--- config.mk ---
export PLATFORM = sky130hd
export DESIGN_NAME = fifo_flags
export DESIGN_NICKNAME = d
export VERILOG_FILES = /design/src/rtl/fifo_flags_pkg.sv /design/src/rtl/fifo_flags_ram.sv /design/src/rtl/fifo_flags.sv
export SDC_FILE = /design/constraint.sdc
export NUM_CORES = 1
export LEC_CHECK = 0
export BUFFER_PORTS_ARGS = -buffer_cell sky130_fd_sc_hd__buf_2
export CAP_MARGIN = 25
export CORE_AREA = 4 4 137 139
export CTS_BUF_LIST = sky130_fd_sc_hd__clkbuf_8
export DETAILED_ROUTE_END_ITERATION = 10
export DIE_AREA = 0 0 141 143
export GPL_ROUTABILITY_DRIVEN = 0
export PLACE_DENSITY = 0.54
export SYNTH_ARGS = -nofsm -noshare
export SYNTH_HDL_FRONTEND = slang
export SYNTH_SLANG_ARGS = --single-unit
export TNS_END_PERCENT = 30
--- constraint.sdc ---
create_clock -name i_clk -period 3.3 [get_ports i_clk]
set_clock_uncertainty 0.2 [all_clocks]
set_input_delay 0.33 -clock i_clk [delete_from_list [all_inputs] [get_ports i_clk]]
set_output_delay 0.33 -clock i_clk [all_outputs]
set_load 0.02 [all_outputs]
--- src/rtl/fifo_flags_pkg.sv ---
// Shared definitions for fifo_flags: per-cycle operation encoding and read-mode constants.
package fifo_flags_pkg;

  // Accepted operation in a cycle, packed as {wr_ok, rd_ok}
  typedef enum logic [1:0] {
    OP_IDLE      = 2'b00,
    OP_READ      = 2'b01,
    OP_WRITE     = 2'b10,
    OP_READWRITE = 2'b11
  } fifo_op_e;

  // Read-mode selection for the FWFT parameter
  localparam int unsigned FWFT_OFF = 0;
  localparam int unsigned FWFT_ON  = 1;

endpackage

--- src/rtl/fifo_flags_ram.sv ---
// Storage array: one synchronous write port, one asynchronous read port, no reset.
module fifo_flags_ram #(
  parameter int unsigned NB_DATA = 8,
  parameter int unsigned PTR_LEN = 4
) (
  input  logic               i_clk,
  input  logic               i_wr_en,
  input  logic [PTR_LEN-1:0] i_wr_addr,
  input  logic [NB_DATA-1:0] i_wr_data,
  input  logic [PTR_LEN-1:0] i_rd_addr,
  output logic [NB_DATA-1:0] o_rd_data
);

  localparam int unsigned DEPTH = 1 << PTR_LEN;

  logic [NB_DATA-1:0] mem_q [DEPTH];

  // Write port; contents deliberately left unreset
  always_ff @(posedge i_clk) begin
    if (i_wr_en) begin
      mem_q[i_wr_addr] <= i_wr_data;
    end
  end

  assign o_rd_data = mem_q[i_rd_addr];

endmodule

--- src/rtl/fifo_flags.sv ---
// Single-clock FIFO with occupancy count, almost-full/empty thresholds,
// selectable FWFT/registered read, synchronous flush and sticky error flags.
module fifo_flags
  import fifo_flags_pkg::*;
#(
  parameter int unsigned NB_DATA  = 8,
  parameter int unsigned PTR_LEN  = 4,
  parameter int unsigned AF_LEVEL = 12,
  parameter int unsigned AE_LEVEL = 2,
  parameter int unsigned FWFT     = 1
) (
  input  logic               i_clk,
  input  logic               i_reset,
  input  logic               i_flush,
  input  logic               i_clear_err,
  input  logic               i_write_fifo,
  input  logic [NB_DATA-1:0] i_data_to_write,
  input  logic               i_read_fifo,
  output logic [NB_DATA-1:0] o_data_to_read,
  output logic               o_data_valid,
  output logic               o_fifo_is_empty,
  output logic               o_fifo_is_full,
  output logic               o_almost_empty,
  output logic               o_almost_full,
  output logic [PTR_LEN:0]   o_count,
  output logic               o_overflow,
  output logic               o_underflow
);

  localparam int unsigned DEPTH = 1 << PTR_LEN;
  localparam int unsigned CW    = PTR_LEN + 1;

  // Threshold ordering must leave room between almost-empty and almost-full
  if (!((AE_LEVEL < AF_LEVEL) && (AF_LEVEL <= DEPTH))) begin : g_bad_levels
    $error("fifo_flags: require AE_LEVEL < AF_LEVEL <= 2**PTR_LEN");
  end

  logic [PTR_LEN-1:0] wr_ptr_q, wr_ptr_d;
  logic [PTR_LEN-1:0] rd_ptr_q, rd_ptr_d;
  logic [CW-1:0]      count_q, count_d;
  logic               empty_q, empty_d;
  logic               full_q, full_d;
  logic               ae_q, ae_d;
  logic               af_q, af_d;
  logic               ovf_q, ovf_d;
  logic               unf_q, unf_d;
  logic [NB_DATA-1:0] dout_q, dout_d;
  logic               dvalid_q, dvalid_d;

  logic               rd_ok;
  logic               wr_ok;
  logic               ram_wr_en;
  fifo_op_e           op;
  logic [NB_DATA-1:0] rd_data;

  fifo_flags_ram #(
    .NB_DATA (NB_DATA),
    .PTR_LEN (PTR_LEN)
  ) u_ram (
    .i_clk     (i_clk),
    .i_wr_en   (ram_wr_en),
    .i_wr_addr (wr_ptr_q),
    .i_wr_data (i_data_to_write),
    .i_rd_addr (rd_ptr_q),
    .o_rd_data (rd_data)
  );

  // Accept decisions, pointer/count update, flag and output-register next state
  always_comb begin
    rd_ok     = i_read_fifo & ~empty_q;
    wr_ok     = i_write_fifo & (~full_q | rd_ok);
    op        = fifo_op_e'({wr_ok, rd_ok});
    ram_wr_en = wr_ok & ~i_flush;

    wr_ptr_d  = wr_ptr_q;
    rd_ptr_d  = rd_ptr_q;
    count_d   = count_q;

    if (i_flush) begin
      wr_ptr_d = '0;
      rd_ptr_d = '0;
      count_d  = '0;
    end else begin
      case (op)
        OP_IDLE: ;
        OP_READ: begin
          rd_ptr_d = rd_ptr_q + PTR_LEN'(1);
          count_d  = count_q - CW'(1);
        end
        OP_WRITE: begin
          wr_ptr_d = wr_ptr_q + PTR_LEN'(1);
          count_d  = count_q + CW'(1);
        end
        OP_READWRITE: begin
          rd_ptr_d = rd_ptr_q + PTR_LEN'(1);
          wr_ptr_d = wr_ptr_q + PTR_LEN'(1);
        end
      endcase
    end

    empty_d = (count_d == '0);
    full_d  = (count_d == CW'(DEPTH));
    ae_d    = (count_d <= CW'(AE_LEVEL));
    af_d    = (count_d >= CW'(AF_LEVEL));

    // A flushed cycle discards requests without reporting them as errors
    ovf_d = (ovf_q & ~i_clear_err) | (i_write_fifo & ~wr_ok & ~i_flush);
    unf_d = (unf_q & ~i_clear_err) | (i_read_fifo & ~rd_ok & ~i_flush);

    dvalid_d = rd_ok & ~i_flush;
    dout_d   = dvalid_d ? rd_data : dout_q;
  end

  // State registers with asynchronous reset
  always_ff @(posedge i_clk or posedge i_reset) begin
    if (i_reset) begin
      wr_ptr_q <= '0;
      rd_ptr_q <= '0;
      count_q  <= '0;
      empty_q  <= 1'b1;
      full_q   <= 1'b0;
      ae_q     <= 1'b1;
      af_q     <= (AF_LEVEL == 0);
      ovf_q    <= 1'b0;
      unf_q    <= 1'b0;
      dout_q   <= '0;
      dvalid_q <= 1'b0;
    end else begin
      wr_ptr_q <= wr_ptr_d;
      rd_ptr_q <= rd_ptr_d;
      count_q  <= count_d;
      empty_q  <= empty_d;
      full_q   <= full_d;
      ae_q     <= ae_d;
      af_q     <= af_d;
      ovf_q    <= ovf_d;
      unf_q    <= unf_d;
      dout_q   <= dout_d;
      dvalid_q <= dvalid_d;
    end
  end

  // FWFT exposes the head word directly; otherwise the registered copy
  assign o_data_to_read  = (FWFT == FWFT_ON) ? rd_data : dout_q;
  assign o_data_valid    = (FWFT == FWFT_ON) ? ~empty_q : dvalid_q;
  assign o_fifo_is_empty = empty_q;
  assign o_fifo_is_full  = full_q;
  assign o_almost_empty  = ae_q;
  assign o_almost_full   = af_q;
  assign o_count         = count_q;
  assign o_overflow      = ovf_q;
  assign o_underflow     = unf_q;

endmodule

==> results of run 1 <==
==> registers in the layout (all words and copies together), names as in the netlist <==
name	flops
o_fifo_is_empty	1
o_underflow	1
u_ram.mem_q	128
o_overflow	1
o_almost_empty	1
o_almost_full	1
o_count	5
o_fifo_is_full	1
rd_ptr_q	4
wr_ptr_q	4
==> critical path, delay by kind of cell (launching register included) <==
| family | cells | cell delay [ns] |
|---|---|---|
| mux | 2 | 1.10 |
| flops | 1 | 0.62 |
| buf+inv | 2 | 0.45 |
==> final cells by class <==
cell class	instances	area, µm²
fillers	1606	10630
flip-flops and latches	147	4323
multi-input cells	138	1647
repair buffers	54	345.3
well taps	229	286.5
clock buffers	17	234.0
clock inverters	15	153.9
inverters	9	33.78
==> Yosys cell counts (2+ instances only) <==
cell type and count:
nand3_1 3, nor3b_1 3, dfstp_2 2, buf_1 2, inv_1 9, dfrtp_1 17
o22ai_1 2, and2_1 3, a21oi_1 6, mux4_1 30, edfxtp_1 128, o21ai_0 3
xnor2_1 2, nor2_1 24, mux4_2 10, mux2i_1 3, nand2b_1 3, xor2_1 5
nor3_1 6, buf_6 3, nand2_1 15, clkbuf_1 8, ha_1 11
==> report_power, final <==
part | total [W] | switching, W | leakage, nW | internal (W)
logic | 0.00108 | 0.000584 | 0.839 | 0.000493
registers | 0.00223 | 0.0000947 | 1.40 | 0.00213
clock network | 0.00134 | 0.000662 | 0.196 | 0.000676
total | 0.00464 | 0.00134 | 2.44 | 0.00330
==> routing by layer <==
layer	wire length (µm)	up-vias	share of wire, %	track usage (%)
met5	0	-	0	0
met3	401	9	3.8	3.014
met1	4688	1491	44	14.73
met4	135	0	1.3	4.131
li1	-	1370	-	-
met2	5426	50	51	18.32
==> layout by cell type (no fill, tap or decap), types with 2 or more instances in the layout <==
cell type / count
nand2_1: 14
o21ai_0: 3
clkbuf_8: 17
o22ai_1: 2
mux4_2: 10
and2_1: 3
buf_4: 16
clkinvlp_4: 2
a21oi_1: 6
bufinv_16: 2
xor2_1: 5
inv_1: 9
clkinv_4: 3
nor3b_1: 3
ha_1: 11
dfstp_2: 2
mux4_1: 30
mux2i_1: 2
buf_2: 33
dlygate4sd3_1: 4
inv_6: 4
nor2_1: 24
nor3_1: 6
edfxtp_1: 128
clkinv_2: 2
nand3_1: 3
xnor2_1: 2
nand2b_1: 3
dfrtp_1: 16
==> cells by family after synthesis <==
logic type               Yosys count  share of synthesized area, %
multiplexers                      43                         17.14
AND/OR/NAND/NOR                   60                         4.440
XOR/XNOR                           7                         1.007
adder cells (fa/ha/maj)           12                         2.590
AO/OA/AOI/OAI                     16                         1.768
buffers and inverters             24                         2.055
flip-flops                       147                         71.00
==> worst min path at each step <==
| stage | depth (start not counted) | slack [ns] | endpoint |
|---|---|---|---|
| detailed placement | 2 | 0.30 | rd_ptr_q[1] |
| finish | 1 | 0.08 | u_ram.mem_q[8][6] |
| floorplan | 1 | 0.08 | o_almost_full |
| CTS | 1 | 0.05 | u_ram.mem_q[8][6] |
| global placement | 2 | 0.28 | rd_ptr_q[1] |
| global route | 1 | 0.06 | u_ram.mem_q[9][7] |
==> per-stage QoR <==
stage | setup TNS, ns | hold WS, ns | total power (W) | std cells | cell area (µm²)
6_report | 0 | 0.08359 | 0.004642 | 609 | 7023
4_1_cts | 0 | 0.05058 | 0.004685 | 608 | 7009
5_1_grt | -0.004442 | 0.05792 | 0.004899 | 609 | 7023
2_1_floorplan | 0 | 0.07965 | 0.003019 | 309 | 6087
3_3_place_gp | 0 | 0.2766 | 0.003301 | 572 | 6581
3_5_place_dp | 0 | 0.3025 | 0.003328 | 572 | 6581
==> timing repair <==
action,in CTS,in global routing
endpoints found under the setup margin,0,3
buffers inserted,0,1
resized for setup,0,3
endpoints found under the hold margin,19,0
hold buffers,4,0
==> flow_summary.toml, run 1 <==
[logic_synthesis]
postSynthCellCount = 309
synth.distinct_cells = 34
yosysSeqAreaShare_pct = 71.00
async_flop_share_pct = 12.93
yosysTopAreaCellShare_pct = 63.14
yosys_warnings = 0
yosys.area.top_type = "edfxtp_1"
synthTopCellsByArea = "edfxtp_1 63%, mux4_1 13%, dfrtp_1 7.0%"
syn-cell-area_um2 = 6087
synth_edf_count = 128
ys.flop_type = "edfxtp_1"
syn_avg_cell_area_um2 = 19.70
ys_ff_latch = 147
synth_fp_nets = 335

[sta]
fin_crit_ns = 3.110
layout_setup_ws_ns = 0.1904
worst_slew_pin_slew_ns = 0.7546
maxSlewViolCount = 0
hold_violations = 0
fmax_mhz = 321.6
slew_headroom_pct = 49.64
setup_viol = 0
finalCritPeriodShare_pct = 94.23

[global_route]
first_global_vias = 2982
grt_start_max_net_pins = 36
grt-ovfl-total = 0
grt_use_total_pct = 11.29
grt_pass1_wl_mm = 17.08
antenna_found_initial = 0

[critical_path]
reg2reg_depth = 13
start_kind = "register"
r2r_end = "o_almost_empty"
crit_chain = "buf_4 -> mux4_1 -> mux4_2 -> buf_2"
cpPeakStageDelay_ns = 0.62
rrSetupSlack_ns = 0.20
crit_slowest_cell = "dfrtp_2"
endpoint_kind = "output port"
critPathKind = "reg -> out"
worstPathRequired_ns = 2.77
path_max_fanout = 13
crit_end = "o_data_to_read[5]"
startpoint = "rd_ptr_q[0]"
r2r-start = "o_fifo_is_empty"
cp.arrival_ns = 2.58

[clock_tree]
clock_path_buffers = 2
cts_root_buffer = "clkbuf_8"
cts.sinks = 147
insertion_delay_ns = 0.42
numCtsBuffers = 17
htreeDepth = 4
cts_tree = "yes"
clkTransAtPathRegs_ns = 0.08

[pwr]
power_leakage_nw = 2.437
max-vdd-ir-drop_mv = 0.2391
p_per_area_nw_per_um2 = 661.0

[route]
drtAntennaViolNets = 0
drt_iter0_drc = 140
drt-total-wl_mm = 10.65
vias_per_cell = 4.795
drt-pass1-iter-count = 4
via_count = 2920
post-route-drc-count = 0
routedWlPerCell_um = 17.49

[cells_and_area]
num_antenna_cells = 0
syn_to_final_growth_pct = 15.38
drive_gt1_share_pct = 25.79
fin_util_pct = 39.77
nets = 393

[die]
start_util_pct = 34.47
die_h_um = 143
ios = 34
fp.dieW_um = 141
die_area_um2 = 20160
core-area_um2 = 17660
num_rows = 49

[status]
outcome = "complete, no violations"

[flow_run]
max_cap_violations = 0

[min_path]
min_path_type = "in -> reg"
hp-start = "i_data_to_write[6]"

[placed_design]
io_buffers = 33
dp_hpwl_mm = 7.466
dpl_worst_slack_ns = 0.1186
Note: power is estimated with default switching activity, not from simulation.
==> run 2, diff against run 1 <==
--- a/config.mk
+++ b/config.mk
@@ -7,12 +7,12 @@
 export LEC_CHECK = 0
 export BUFFER_PORTS_ARGS = -buffer_cell sky130_fd_sc_hd__buf_2
 export CAP_MARGIN = 25
-export CORE_AREA = 4 4 137 139
+export CORE_AREA = 4 4 75 147
 export CTS_BUF_LIST = sky130_fd_sc_hd__clkbuf_8
 export DETAILED_ROUTE_END_ITERATION = 10
-export DIE_AREA = 0 0 141 143
+export DIE_AREA = 0 0 79 151
 export GPL_ROUTABILITY_DRIVEN = 0
-export PLACE_DENSITY = 0.54
+export PLACE_DENSITY = 0.84
 export SYNTH_ARGS = -nofsm -noshare
 export SYNTH_HDL_FRONTEND = slang
 export SYNTH_SLANG_ARGS = --single-unit
==> run 2 against run 1 <==
First-iteration DRC count increased by 91%. Maximum frequency increased by 1.4%. Clock power about the same. Via count increased by 4.9%. Global-route usage increased by 9.4 points. Count of clock-buffer cells in the layout unchanged. Largest power group unchanged.
==> flow_summary.toml, run 2 (same netlist as run 1, synthesis figures left out) <==
[status]
outcome = "complete, no violations"

[clock_tree]
cts_tree = "yes"
numCtsBuffers = 17
cts_setup_buffers = 0
cts.sinks = 147
insertion_delay_ns = 0.43
htreeDepth = 4
cts_root_buffer = "clkbuf_8"
clock_path_buffers = 2
clkTransAtPathRegs_ns = 0.09

[sta]
setup_viol = 0
setup_tns_ns = 0
worst_slew_pin_slew_ns = 0.7506
hold_violations = 0
fmax_mhz = 325.9
rsz0062_at_grt = "false"
finalHoldWorstSlack_ns = 0.06286
maxSlewViolCount = 0
finalCritPeriodShare_pct = 92.97
fin_crit_ns = 3.068
slew_headroom_pct = 49.90

[pwr]
max-vdd-ir-drop_mv = 0.5664
p_per_area_nw_per_um2 = 666.4
power_leakage_nw = 2.448
p_total_w = 0.004622

[route]
drt-total-wl_mm = 11.15
drtAntennaViolNets = 0
post-route-drc-count = 0
via_count = 3062
drt_iter0_drc = 267
routedWlPerCell_um = 21.48
drt-pass1-iter-count = 6
vias_per_cell = 5.900

[cells_and_area]
stdcell_count = 519
layout_commonest_cell = "edfxtp_1"
drive_gt1_share_pct = 27.42
fillers = 632
top_register = "u_ram.mem_q"
largest_reg_flops = 128
syn_to_final_growth_pct = 13.94
layout_common_cells = "128 x edfxtp_1, 33 x buf_2, 30 x mux4_1"
nets = 396
fin_util_pct = 69.22

[die]
fp.dieW_um = 79
die_area_um2 = 11930
die_h_um = 151
start_util_pct = 60.75
num_rows = 52
ios = 34
core-area_um2 = 10020

[global_route]
grt-ovfl-total = 0
grt_use_total_pct = 20.68
top_usage_layer = "met2"
met1_usage_pct = 24.44
antenna_found_initial = 1
use_met2_pct = 36.78
grt_start_max_net_pins = 23
met3_usage_pct = 4.107
first_global_vias = 3140
grt_pass1_wl_mm = 17.55

[critical_path]
r2r_end = "o_fifo_is_empty"
start_kind = "input pin"
reg2reg_depth = 12
critPathKind = "in -> reg"
rrSetupSlack_ns = 0.26
endpoint_kind = "register"
cp.arrival_ns = 3.19
path_max_fanout = 6
r2r-start = "o_fifo_is_empty"
worstPathRequired_ns = 3.42

[placed_design]
dp.cells = 482
dp_hpwl_mm = 7.539
io_buffers = 33

[min_path]
holdPathStages = 1
min_path_type = "in -> reg"
hold_path_end = "u_ram.mem_q[7][2]"
hp-start = "i_data_to_write[2]"

[flow_run]
max_cap_violations = 0
run 2: per-stage QoR:
step	area (µm²)	setup slack, ns
floorplan	6087	0.1851
global placement	6480	0.2640
detailed placement	6480	0.09710
CTS	6900	0.06750
global route	6935	0.03374
finish	6935	0.2318
run 2: layout make-up:
class                           count  area, µm²  share of cell area (%)
Antenna cell                        1      2.502                 0.03608
Clock inverter                     15      146.4                   2.111
Multi-Input combinational cell    138       1670                   24.08
Inverter                            9      36.28                  0.5232
Sequential cell                   147       4322                   62.31
Timing Repair Buffer               57      355.3                   5.124
Tap cell                          135      168.9                   2.436
Clock buffer                       17      234.0                   3.374
run 2: timing repair:
| item | in CTS | in global routing |
|---|---|---|
| hold endpoints to repair | 19 | 0 |
| resized for setup | 0 | 8 |
| hold buffers | 4 | 0 |
| setup endpoints to repair | 0 | 3 |
run 2: routing by layer:
| metal | vias to the layer above | part of all wire [%] |
|---|---|---|
| li1 | 1376 | - |
| met1 | 1564 | 37 |
| met2 | 104 | 57 |
| met3 | 18 | 4.1 |
| met4 | 0 | 2.0 |
| met5 | - | 0 |
run 2: power by group:
part	total, W	internal [W]	switching, W
sequential	0.00221	0.00213	0.0000799
combinational	0.00110	0.000493	0.000604
clock	0.00131	0.000616	0.000697
total	0.00462	0.00324	0.00138
run 2: how the worst max path moves through the flow:
stage | from | endpoint
6_report | i_read_fifo | o_fifo_is_full
5_1_grt | i_read_fifo | o_almost_empty
3_5_place_dp | o_fifo_is_empty | o_almost_empty
4_1_cts | o_fifo_is_empty | o_almost_empty
3_3_place_gp | o_fifo_is_empty | o_almost_empty
2_1_floorplan | o_fifo_is_empty | o_almost_empty
run 2: worst max-delay path: stages:
cell and delay [ns]:
dlygate4sd3_1 0.54, buf_2 0.11, nand2_1 0.12, nand2_1 0.13
and2_1 0.16, ha_2 0.25, inv_4 0.08, ha_1 0.33
nand3_1 0.12, a2111oi_0 0.50, a311o_1 0.26, nor3_1 0.09
and2_1 0.17
==> run 3, diff against run 2 <==
--- a/config.mk
+++ b/config.mk
@@ -7,10 +7,12 @@
 export LEC_CHECK = 0
 export BUFFER_PORTS_ARGS = -buffer_cell sky130_fd_sc_hd__buf_2
 export CAP_MARGIN = 25
-export CORE_AREA = 4 4 75 147
+export CELL_PAD_IN_SITES_DETAIL_PLACEMENT = 0
+export CELL_PAD_IN_SITES_GLOBAL_PLACEMENT = 2
+export CORE_AREA = 4 4 84 165
 export CTS_BUF_LIST = sky130_fd_sc_hd__clkbuf_8
 export DETAILED_ROUTE_END_ITERATION = 10
-export DIE_AREA = 0 0 79 151
+export DIE_AREA = 0 0 88 169
 export GPL_ROUTABILITY_DRIVEN = 0
 export PLACE_DENSITY = 0.84
 export SYNTH_ARGS = -nofsm -noshare
==> run 3 against run 2 <==
Sequential share of layout area down 0.056 points. Critical path type unchanged. Critical path depth rose by 1. Critical endpoint is now o_almost_empty. Global-route usage shrank 2.6 points. Largest power group unchanged. Final area barely moved. Non-clock buffer count down 1. Clock power barely moved.
==> flow_summary.toml, run 3 (same netlist as run 1, synthesis figures left out) <==
[cells_and_area]
top_register = "u_ram.mem_q"
fillers = 961
layout_commonest_cell = "edfxtp_1"
largest_reg_flops = 128
fin_util_pct = 55.29
drive_gt1_share_pct = 26.18
nets = 395
layout_common_cells = "128 x edfxtp_1, 33 x buf_2, 30 x mux4_1"
num_antenna_cells = 0
syn_to_final_growth_pct = 14.04

[critical_path]
start_kind = "input pin"
path_delay_family = "buffers and inverters"
cpPeakStageDelay_ns = 0.52
path_max_fanout = 6
r2r_end = "o_almost_empty"
worstPathRequired_ns = 3.44
cp.arrival_ns = 3.23
crit_slowest_cell = "dlygate4sd3_1"
r2r-start = "o_fifo_is_empty"
reg2reg_depth = 12
rrSetupSlack_ns = 0.22
critPathKind = "in -> reg"
crit_chain = "dlygate4sd3_1 -> buf_2 -> nand2_1 -> nand2_1 -> and2_1 -> ha_1 -> inv_2 -> ha_1 -> nand3_1 -> a211oi_1 -> a31o_2 -> mux2i_4 -> inv_1 -> a2111oi_2"
crit_buf_inv = 4
endpoint_kind = "register"

[clock_tree]
clkTransAtPathRegs_ns = 0.09
insertion_delay_ns = 0.43
cts_tree = "yes"
htreeDepth = 4
cts_root_buffer = "clkbuf_8"
cts.sinks = 147
numCtsBuffers = 17
cts_setup_buffers = 0
clock_path_buffers = 2

[die]
die_h_um = 169
core-area_um2 = 12550
num_rows = 58
die_area_um2 = 14870
ios = 34
start_util_pct = 48.49
fp.dieW_um = 88

[global_route]
met1_usage_pct = 19.78
met3_usage_pct = 3.897
grt-ovfl-total = 0
grt_pass1_wl_mm = 19.13
first_global_vias = 3372
antenna_found_initial = 0
use_met2_pct = 33.28
grt_use_total_pct = 18.12
top_usage_layer = "met2"
grt_start_max_net_pins = 34

[pwr]
clkPwrFrac_pct = 28.6
power_frac_seq_pct = 47.9
p_total_w = 0.004628
switching_share_pct = 29.90
max-vdd-ir-drop_mv = 0.4450
internal-power_w = 0.003244
power_leakage_nw = 2.453
comb_power_share_pct = 23.5
p_switching_w = 0.001384
p_per_area_nw_per_um2 = 666.7

[placed_design]
dp_hpwl_mm = 8.301
io_buffers = 33

[min_path]
min_path_type = "in -> reg"
holdPathStages = 1
hold_path_end = "u_ram.mem_q[0][1]"
hp-start = "i_data_to_write[1]"

[route]
drt_iter0_drc = 184
drt-total-wl_mm = 12.08
via_count = 3074
drt-pass1-iter-count = 4
vias_per_cell = 5.778
routedWlPerCell_um = 22.70
post-route-drc-count = 0
drtAntennaViolNets = 0

[sta]
setup_tns_ns = 0
rsz0062_at_grt = "false"
worst_slew_pin_slew_ns = 0.7525
fmax_mhz = 323.2
setup_viol = 0
slew_headroom_pct = 49.78
fin_crit_ns = 3.094
maxSlewViolCount = 0
hold_violations = 0
finalCritPeriodShare_pct = 93.77

[status]
outcome = "complete, no violations"

[flow_run]
max_cap_violations = 0
## run 3: area by class of cell
type | count | area (µm²) | share of cell area (%)
well taps | 150 | 187.7 | 2.704
inverters | 9 | 33.78 | 0.4867
repair buffers | 56 | 360.3 | 5.191
clock buffers | 17 | 234.0 | 3.371
clock inverters | 15 | 147.6 | 2.127
multi-input cells | 138 | 1657 | 23.86
flip-flops and latches | 147 | 4322 | 62.26
## run 3: how the worst max path moves through the flow
stage	to	slack (ns)	from	cells past startpoint
6_report	o_almost_empty	0.21	i_read_fifo	14
5_1_grt	o_almost_empty	0.06	o_fifo_is_empty	12
4_1_cts	o_almost_empty	0.08	o_fifo_is_empty	13
3_5_place_dp	o_almost_empty	0.08	o_fifo_is_empty	13
3_3_place_gp	o_almost_empty	0.21	o_fifo_is_empty	13
2_1_floorplan	o_almost_empty	0.19	o_fifo_is_empty	13
## run 3: power groups by stage
stage	clock (W)	sequential (W)	combinational, W
after detailed placement	0	0.00226	0.00108
after CTS	0.00136	0.00222	0.00108
after global placement	0	0.00226	0.00105
final	0.00132	0.00222	0.00109
after global routing	0.00144	0.00223	0.00120
after floorplan	0	0.00230	0.000722
## run 3: worst reg2reg max path, cell delays in order, from the launching register on
cell and delay (ns):
dfstp_2 0.55, inv_1 0.05, nand2_1 0.08, buf_4 0.13, ha_1 0.26, inv_2 0.11, ha_1 0.37, nand3_1 0.13
a211oi_1 0.25, a31o_2 0.18, mux2i_4 0.24, inv_1 0.11, a2111oi_2 0.33
## run 3: per-layer routing
metal  vias up  wire [µm]  part of all wire [%]
met5         -          0                     0
met4         0        236                   2.0
met3        20        354                   2.9
met2        86       7221                    60
met1      1594       4262                    35
li1       1374          -                     -
## run 3: metrics by stage
stage          instance area [µm²]  std cells  setup WS, ns  hold slack [ns]
4_1_cts                       6925        532       0.08299          0.03073
2_1_floorplan                 6087        309        0.1851          0.07965
6_report                      6942        532        0.2055          0.06305
5_1_grt                       6942        532       0.05552          0.05298
3_5_place_dp                  6504        496       0.08444           0.3069
3_3_place_gp                  6504        496        0.2146           0.2945
## run 3: repair_timing
action | CTS | global route
gates resized for setup | 0 | 4
setup endpoints to repair | 0 | 2
hold buffers | 4 | 0
hold endpoints to repair | 19 | 0
